$ cat src/rtl/motion_vector_select_if.sv
// motion_vector_select_if
// Groups the candidate stream, the result/done handshake and the debug taps
// of motion_vector_select into one bundle.
//   slave  : seen by motion_vector_select (candidates in, result out)
//   master : seen by the producer/consumer side (candidates out, result in)
// Signals:
//   start       level, high for the whole search
//   comp_start  candidate valid; dist_in/vector_x/vector_y form one candidate
//   pe_ready    PE index code, debug capture only
//   dist_in     unsigned candidate distance
//   vector_x/y  two's-complement candidate offsets
//   best_dist   running/final minimum distance
//   motion_x/y  offsets of the best candidate
//   busy        high while collecting candidates
//   done        result valid, held until ack
//   ack         consumer acknowledge of done
//   early_exit  search ended on a zero-distance candidate
//   state_dbg   current FSM state
//   pe_dbg      pe_ready code captured with the last accepted candidate
interface motion_vector_select_if #(
  parameter int DIST_W = 8
);
  logic              start;
  logic              comp_start;
  logic [3:0]        pe_ready;
  logic [DIST_W-1:0] dist_in;
  logic [3:0]        vector_x;
  logic [3:0]        vector_y;
  logic [DIST_W-1:0] best_dist;
  logic [3:0]        motion_x;
  logic [3:0]        motion_y;
  logic              busy;
  logic              done;
  logic              ack;
  logic              early_exit;
  logic [1:0]        state_dbg;
  logic [3:0]        pe_dbg;

  modport slave (
    input  start, comp_start, pe_ready, dist_in, vector_x, vector_y, ack,
    output best_dist, motion_x, motion_y, busy, done, early_exit,
           state_dbg, pe_dbg
  );

  modport master (
    output start, comp_start, pe_ready, dist_in, vector_x, vector_y, ack,
    input  best_dist, motion_x, motion_y, busy, done, early_exit,
           state_dbg, pe_dbg
  );
endinterface

$ cat src/rtl/motion_vector_select.sv
// motion_vector_select
// Tracks the minimum of a stream of candidate distances during a block-match
// search, latches the motion vector of the best candidate, and hands the
// winner to the downstream store with a done/ack handshake.
// Ports:
//   clock    system clock, rising edge
//   reset_n  asynchronous active-low reset
//   bus      motion_vector_select_if.slave (candidate stream, result, debug)
// Optional feature macro: ZERO_EARLY_EXIT_EN -- a winning zero-distance
// candidate ends the search immediately and sets early_exit.
//
// Handshake semantics: a candidate is transferred on every rising edge in
// COLLECT where comp_start=1 (the block is always ready while busy). The
// result is transferred on the edge where done=1 and ack=1; done stays high
// and the result stays frozen until that edge.
module motion_vector_select #(
  parameter int DIST_W   = 8,
  parameter int NUM_CAND = 256,
  parameter int CNT_W    = 9
) (
  input  logic                   clock,
  input  logic                   reset_n,
  motion_vector_select_if.slave  bus
);

  typedef enum logic [1:0] {
    IDLE    = 2'd0,
    COLLECT = 2'd1,
    DONE    = 2'd2
  } state_t;

  localparam logic [CNT_W-1:0] LAST_CNT = CNT_W'(NUM_CAND - 1);

  state_t            state_q;
  logic [DIST_W-1:0] best_q;
  logic [3:0]        mx_q;
  logic [3:0]        my_q;
  logic              busy_q;
  logic              done_q;
  logic              early_q;
  logic [CNT_W-1:0]  cnt_q;
  logic [3:0]        pe_q;

  logic win;
  logic last_acc;
  logic zero_hit;

  // Strict compare: ties keep the earlier candidate, and an all-ones
  // distance can never displace the all-ones starting value.
  assign win      = bus.dist_in < best_q;
  assign last_acc = (cnt_q == LAST_CNT);

`ifdef ZERO_EARLY_EXIT_EN
  assign zero_hit = win && (bus.dist_in == '0);
`else
  assign zero_hit = 1'b0;
`endif

  always_ff @(posedge clock or negedge reset_n) begin
    if (!reset_n) begin
      state_q <= IDLE;
      best_q  <= '1;
      mx_q    <= '0;
      my_q    <= '0;
      busy_q  <= 1'b0;
      done_q  <= 1'b0;
      early_q <= 1'b0;
      cnt_q   <= '0;
      pe_q    <= '0;
    end else begin
      case (state_q)
        IDLE: begin
          best_q  <= '1;
          mx_q    <= '0;
          my_q    <= '0;
          cnt_q   <= '0;
          early_q <= 1'b0;
          done_q  <= 1'b0;
          busy_q  <= 1'b0;
          if (bus.start) begin
            state_q <= COLLECT;
            busy_q  <= 1'b1;
          end
        end

        COLLECT: begin
          if (!bus.start) begin
            // Abort: discard the partial result so IDLE shows the reset view.
            state_q <= IDLE;
            busy_q  <= 1'b0;
            best_q  <= '1;
            mx_q    <= '0;
            my_q    <= '0;
            cnt_q   <= '0;
          end else if (bus.comp_start) begin
            pe_q <= bus.pe_ready;
            if (win) begin
              best_q <= bus.dist_in;
              mx_q   <= bus.vector_x;
              my_q   <= bus.vector_y;
            end
            if (last_acc || zero_hit) begin
              // The final candidate's compare lands on this same edge.
              state_q <= DONE;
              busy_q  <= 1'b0;
              done_q  <= 1'b1;
              early_q <= zero_hit;
            end else begin
              cnt_q <= cnt_q + CNT_W'(1);
            end
          end
        end

        DONE: begin
          if (bus.ack) begin
            // Always pass through IDLE, even if start is still high.
            state_q <= IDLE;
            done_q  <= 1'b0;
            best_q  <= '1;
            mx_q    <= '0;
            my_q    <= '0;
            early_q <= 1'b0;
            cnt_q   <= '0;
          end
        end

        default: begin
          state_q <= IDLE;
          busy_q  <= 1'b0;
          done_q  <= 1'b0;
        end
      endcase
    end
  end

  assign bus.best_dist  = best_q;
  assign bus.motion_x   = mx_q;
  assign bus.motion_y   = my_q;
  assign bus.busy       = busy_q;
  assign bus.done       = done_q;
  assign bus.early_exit = early_q;
  assign bus.state_dbg  = state_q;
  assign bus.pe_dbg     = pe_q;

endmodule

$ cat src/flat_wrapper.sv
// flat-port wrapper written by rule: the top's interface ports become plain ports
module motion_vector_select_flat 
#(
  parameter int DIST_W   = 8,
  parameter int NUM_CAND = 256,
  parameter int CNT_W    = 9
)
  (clock, reset_n, bus_start, bus_comp_start, bus_pe_ready, bus_dist_in, bus_vector_x, bus_vector_y, bus_ack, bus_best_dist, bus_motion_x, bus_motion_y, bus_busy, bus_done, bus_early_exit, bus_state_dbg, bus_pe_dbg);
  motion_vector_select_if #(.DIST_W(DIST_W)) bus_i ();
  input  logic clock;
  input  logic reset_n;
  input wire logic [$bits(bus_i.start)-1:0] bus_start;
  input wire logic [$bits(bus_i.comp_start)-1:0] bus_comp_start;
  input wire logic [$bits(bus_i.pe_ready)-1:0] bus_pe_ready;
  input wire logic [$bits(bus_i.dist_in)-1:0] bus_dist_in;
  input wire logic [$bits(bus_i.vector_x)-1:0] bus_vector_x;
  input wire logic [$bits(bus_i.vector_y)-1:0] bus_vector_y;
  input wire logic [$bits(bus_i.ack)-1:0] bus_ack;
  output wire logic [$bits(bus_i.best_dist)-1:0] bus_best_dist;
  output wire logic [$bits(bus_i.motion_x)-1:0] bus_motion_x;
  output wire logic [$bits(bus_i.motion_y)-1:0] bus_motion_y;
  output wire logic [$bits(bus_i.busy)-1:0] bus_busy;
  output wire logic [$bits(bus_i.done)-1:0] bus_done;
  output wire logic [$bits(bus_i.early_exit)-1:0] bus_early_exit;
  output wire logic [$bits(bus_i.state_dbg)-1:0] bus_state_dbg;
  output wire logic [$bits(bus_i.pe_dbg)-1:0] bus_pe_dbg;
  assign bus_i.start = bus_start;
  assign bus_i.comp_start = bus_comp_start;
  assign bus_i.pe_ready = bus_pe_ready;
  assign bus_i.dist_in = bus_dist_in;
  assign bus_i.vector_x = bus_vector_x;
  assign bus_i.vector_y = bus_vector_y;
  assign bus_i.ack = bus_ack;
  assign bus_best_dist = bus_i.best_dist;
  assign bus_motion_x = bus_i.motion_x;
  assign bus_motion_y = bus_i.motion_y;
  assign bus_busy = bus_i.busy;
  assign bus_done = bus_i.done;
  assign bus_early_exit = bus_i.early_exit;
  assign bus_state_dbg = bus_i.state_dbg;
  assign bus_pe_dbg = bus_i.pe_dbg;
  motion_vector_select #(.DIST_W(DIST_W), .NUM_CAND(NUM_CAND), .CNT_W(CNT_W)) u_core (.clock(clock), .reset_n(reset_n), .bus(bus_i));
endmodule
$ cat config.mk
export PLATFORM = sky130hd
export DESIGN_NAME = motion_vector_select_flat
export DESIGN_NICKNAME = d
export VERILOG_FILES = /design/src/rtl/motion_vector_select_if.sv /design/src/rtl/motion_vector_select.sv /design/src/flat_wrapper.sv
export SDC_FILE = /design/constraint.sdc
export NUM_CORES = 1
export LEC_CHECK = 0
export ABC_AREA = 1
export CAP_MARGIN = 15
export CELL_PAD_IN_SITES_DETAIL_PLACEMENT = 1
export CELL_PAD_IN_SITES_GLOBAL_PLACEMENT = 2
export CORE_MARGIN = 8
export CORE_UTILIZATION = 24
export CTS_CLUSTER_SIZE = 24
export DETAILED_ROUTE_END_ITERATION = 8
export GPL_ROUTABILITY_DRIVEN = 0
export MAX_ROUTING_LAYER = met4
export PLACE_DENSITY = 0.74
export SETUP_SLACK_MARGIN = 0.02
export SYNTH_ARGS = -nofsm -noshare
export SYNTH_HDL_FRONTEND = slang
export SYNTH_SLANG_ARGS = --single-unit
$ cat constraint.sdc
create_clock -name clock -period 1.8 [get_ports clock]
set_clock_uncertainty 0.15 [all_clocks]
set_input_delay 0.36 -clock clock [delete_from_list [all_inputs] [get_ports clock]]
set_output_delay 0.36 -clock clock [all_outputs]
set_load 0.02 [all_outputs]
==> metrics.cfg <==
[status]
status=finished, violations left
violations=negative setup slack

[cells_and_area]
syn_to_final_growth_pct=69.4
final_cell_mix=nand2_1, buf_4, dfrtp_1
seq_area_sq_um=836
fillers=916
nNetsFinal=365
multi_input_area_sq_um=1180
layout-drive-gt1-share=0.413
final_common_cell=nand2_1
final_util=0.417
stdcell_area_sq_um=3200
diodes=0

[drt]
postRouteAntennaNets=0
drt_iter0_drc=42
via_count=1893
routed_via_density=4.36
dr.pass1.iters=4
wl_per_cell_microns=14.1
wirelength_mm=6.10
drc=0

[setup_path]
worstSetupStartpointType=input port
r2r_start=u_core.cnt_q[3]
critPathKind=in2reg
path_buf_inv=3
crit_fanout=8
critPathRequiredTime_ns=1.88
end_kind=flop
rrSetupSlack_ns=-0.07
crit_chain=clkdlybuf4s50_1 -> ha_4 -> nand2_1 -> inv_1 -> nor3_2 -> nand2_2 -> nand2_8 -> buf_8 -> nand3_2 -> nand2_2
r2r_cells=13
reg2reg_to=u_core.cnt_q[7]
critPathMostFrequentCell=nand2_2
cpPeakStageDelay_ns=0.54
cp_data_arrival_time_ns=1.97
critical_path.slowest_cell=clkdlybuf4s50_1
cp_top_family=buffers and inverters

[synth]
yosysSeqAreaShare=0.442
synth.distinct_cells=26
synth.largest_area_cell=dfrtp_1
async_flop_share=1.00
syn_area_sq_um=1890
ys_top_cells_by_area=dfrtp_1, nand2_1, dfstp_2
avgSynthCellArea_sq_um=7.88
syn_inst=240
yosys_warnings=0
syn_nets=274
synth_edf_count=0
synthFlopType=dfrtp_1
synth_top_area_share=0.331
ys_ff_latch=33

[power_and_ir_drop]
power_mw=4.39
combPwrFrac=0.562
leakage_nw=1.63
power.switching_mw=1.83
p_sw_frac=0.417
ir_drop_mv=0.622
power_density_nw_per_um2=1370
pwr-share-clk=0.170
pwr-share-seq=0.267
cell_internal_pwr_mw=2.56

[grt]
overflow=0
grt_max_degree=34
grt_pass1_wl_mm=10.5
grtUsageTotal=0.119
grt_pass1_vias=2205
grt_antenna_before_repair=0

[clock_tree]
clock-sinks=33
clock_latency_ns=0.29
cts_tree=built
h-tree-depth=2
numCtsBuffers=5
clkTransAtPathRegs_ns=0.07
cts_buffer_depth=2
clock_tree.root_cell=clkbuf_8

[sta]
layout_setup_ws_ns=-0.0889
fin_hold_ws_ns=0.289
period_needed_ns=1.89
slew_violations=0
post-route-period-util=1.05
max_freq_ghz=0.529
finalSetupViolations=22
hold_viol=0
rsz0062_at_grt=true

[floorplanning]
num_io_pins=50
die_width_microns=105
initial_core_util=0.246
core_area_sq_um=7690
die_y_microns=105
die_area_sq_um=11000
fp-row-count=32

[run]
cap_viol_max_count=0

[placed_design]
dp_hpwl_mm=4.22
placed_area_sq_um=2740
port_buffers=48

[min_path]
worstHoldPathType=in2async

==> state kept, by name, indices dropped and copies added, names as in the netlist <==
register	cells
u_core.cnt_q	9
u_core.bus.best_dist	8
u_core.bus.motion_x	4
u_core.bus.motion_y	4
u_core.bus.pe_dbg	4
u_core.bus.state_dbg	2
u_core.bus.busy	1
u_core.bus.done	1
==> layout make-up <==
class                           instances  area share
Multi-Input combinational cell        171       0.369
Sequential cell                        33       0.261
Timing Repair Buffer                   91       0.260
Tap cell                              102      0.0398
Inverter                               29      0.0340
Clock buffer                            7      0.0270
Clock inverter                          1     0.00938
==> power groups by stage <==
| stage | Sequential (mW) | Clock (mW) | Combinational [mW] |
|---|---|---|---|
| after detailed placement | 1.18 | 0 | 2.13 |
| final | 1.17 | 0.748 | 2.47 |
| after global placement | 1.17 | 0 | 2.10 |
| after global routing | 1.21 | 0.797 | 2.72 |
| after floorplan | 1.39 | 0 | 0.959 |
| after CTS | 1.18 | 0.771 | 2.39 |
==> worst max path at each step <==
stage / start / endpoint / slack (ns) / cells after the start
after floorplan: u_core.bus.best_dist[5] / u_core.bus.motion_x[0] / -0.18 / 11
after global placement: bus_dist_in[5] / u_core.bus.motion_y[0] / -0.36 / 10
after detailed placement: bus_dist_in[5] / u_core.bus.motion_y[0] / -0.42 / 10
after CTS: u_core.cnt_q[3] / u_core.cnt_q[7] / -0.06 / 13
after global routing: u_core.cnt_q[3] / u_core.cnt_q[7] / -0.22 / 13
final: bus_dist_in[7] / u_core.bus.motion_y[3] / -0.09 / 10
==> logic make-up (layout without fill, tap and decap cells) <==
family	Yosys count	after routing	share of synthesized area
and+or+nand+nor	138	139	0.328
buffers and inverters	37	128	0.0874
DFF	33	33	0.442
AOI/OAI and AO/OA	17	17	0.0523
adders and majority gates	9	9	0.0596
muxes	4	4	0.0238
other	1	1	0.00198
xor gates and xnor gates	1	1	0.00463
==> routing by layer <==
layer,vias to the layer above,share of wire,GRT usage
li1,934,-,-
met5,-,0,-
met2,33,0.51,0.207
met4,0,0.0066,0.0275
met1,922,0.45,0.135
met3,4,0.033,0.0276
==> cells in the mapped netlist (4+ instances only) <==
cell	instances
inv_1	26
mux2_2	4
nand2_1	75
nand2_4	4
dfrtp_1	25
nand3_1	23
o21ai_0	4
a21oi_1	8
nor2_1	21
ha_1	9
dfstp_2	8
or2_0	4
==> per-stage QoR <==
step / worst slack (ns) / TNS [ns] / instances
6_report: -0.0889 / -1.30 / 434
5_1_grt: -0.221 / -3.51 / 434
3_3_place_gp: -0.359 / -7.67 / 418
3_5_place_dp: -0.424 / -8.68 / 418
2_1_floorplan: -0.176 / -1.77 / 240
4_1_cts: -0.0561 / -0.333 / 434
==> what timing repair did <==
item | 4_1_cts | 5_1_grt
endpoints found under the setup margin | 46 | 36
gates cloned | 1 | 0
pin swaps | 31 | 7
resized for setup | 81 | 23
hold endpoints to repair | 0 | 0
buffers inserted | 7 | 0
hold buffers | 0 | 0
(Power assumes the default switching activity.)
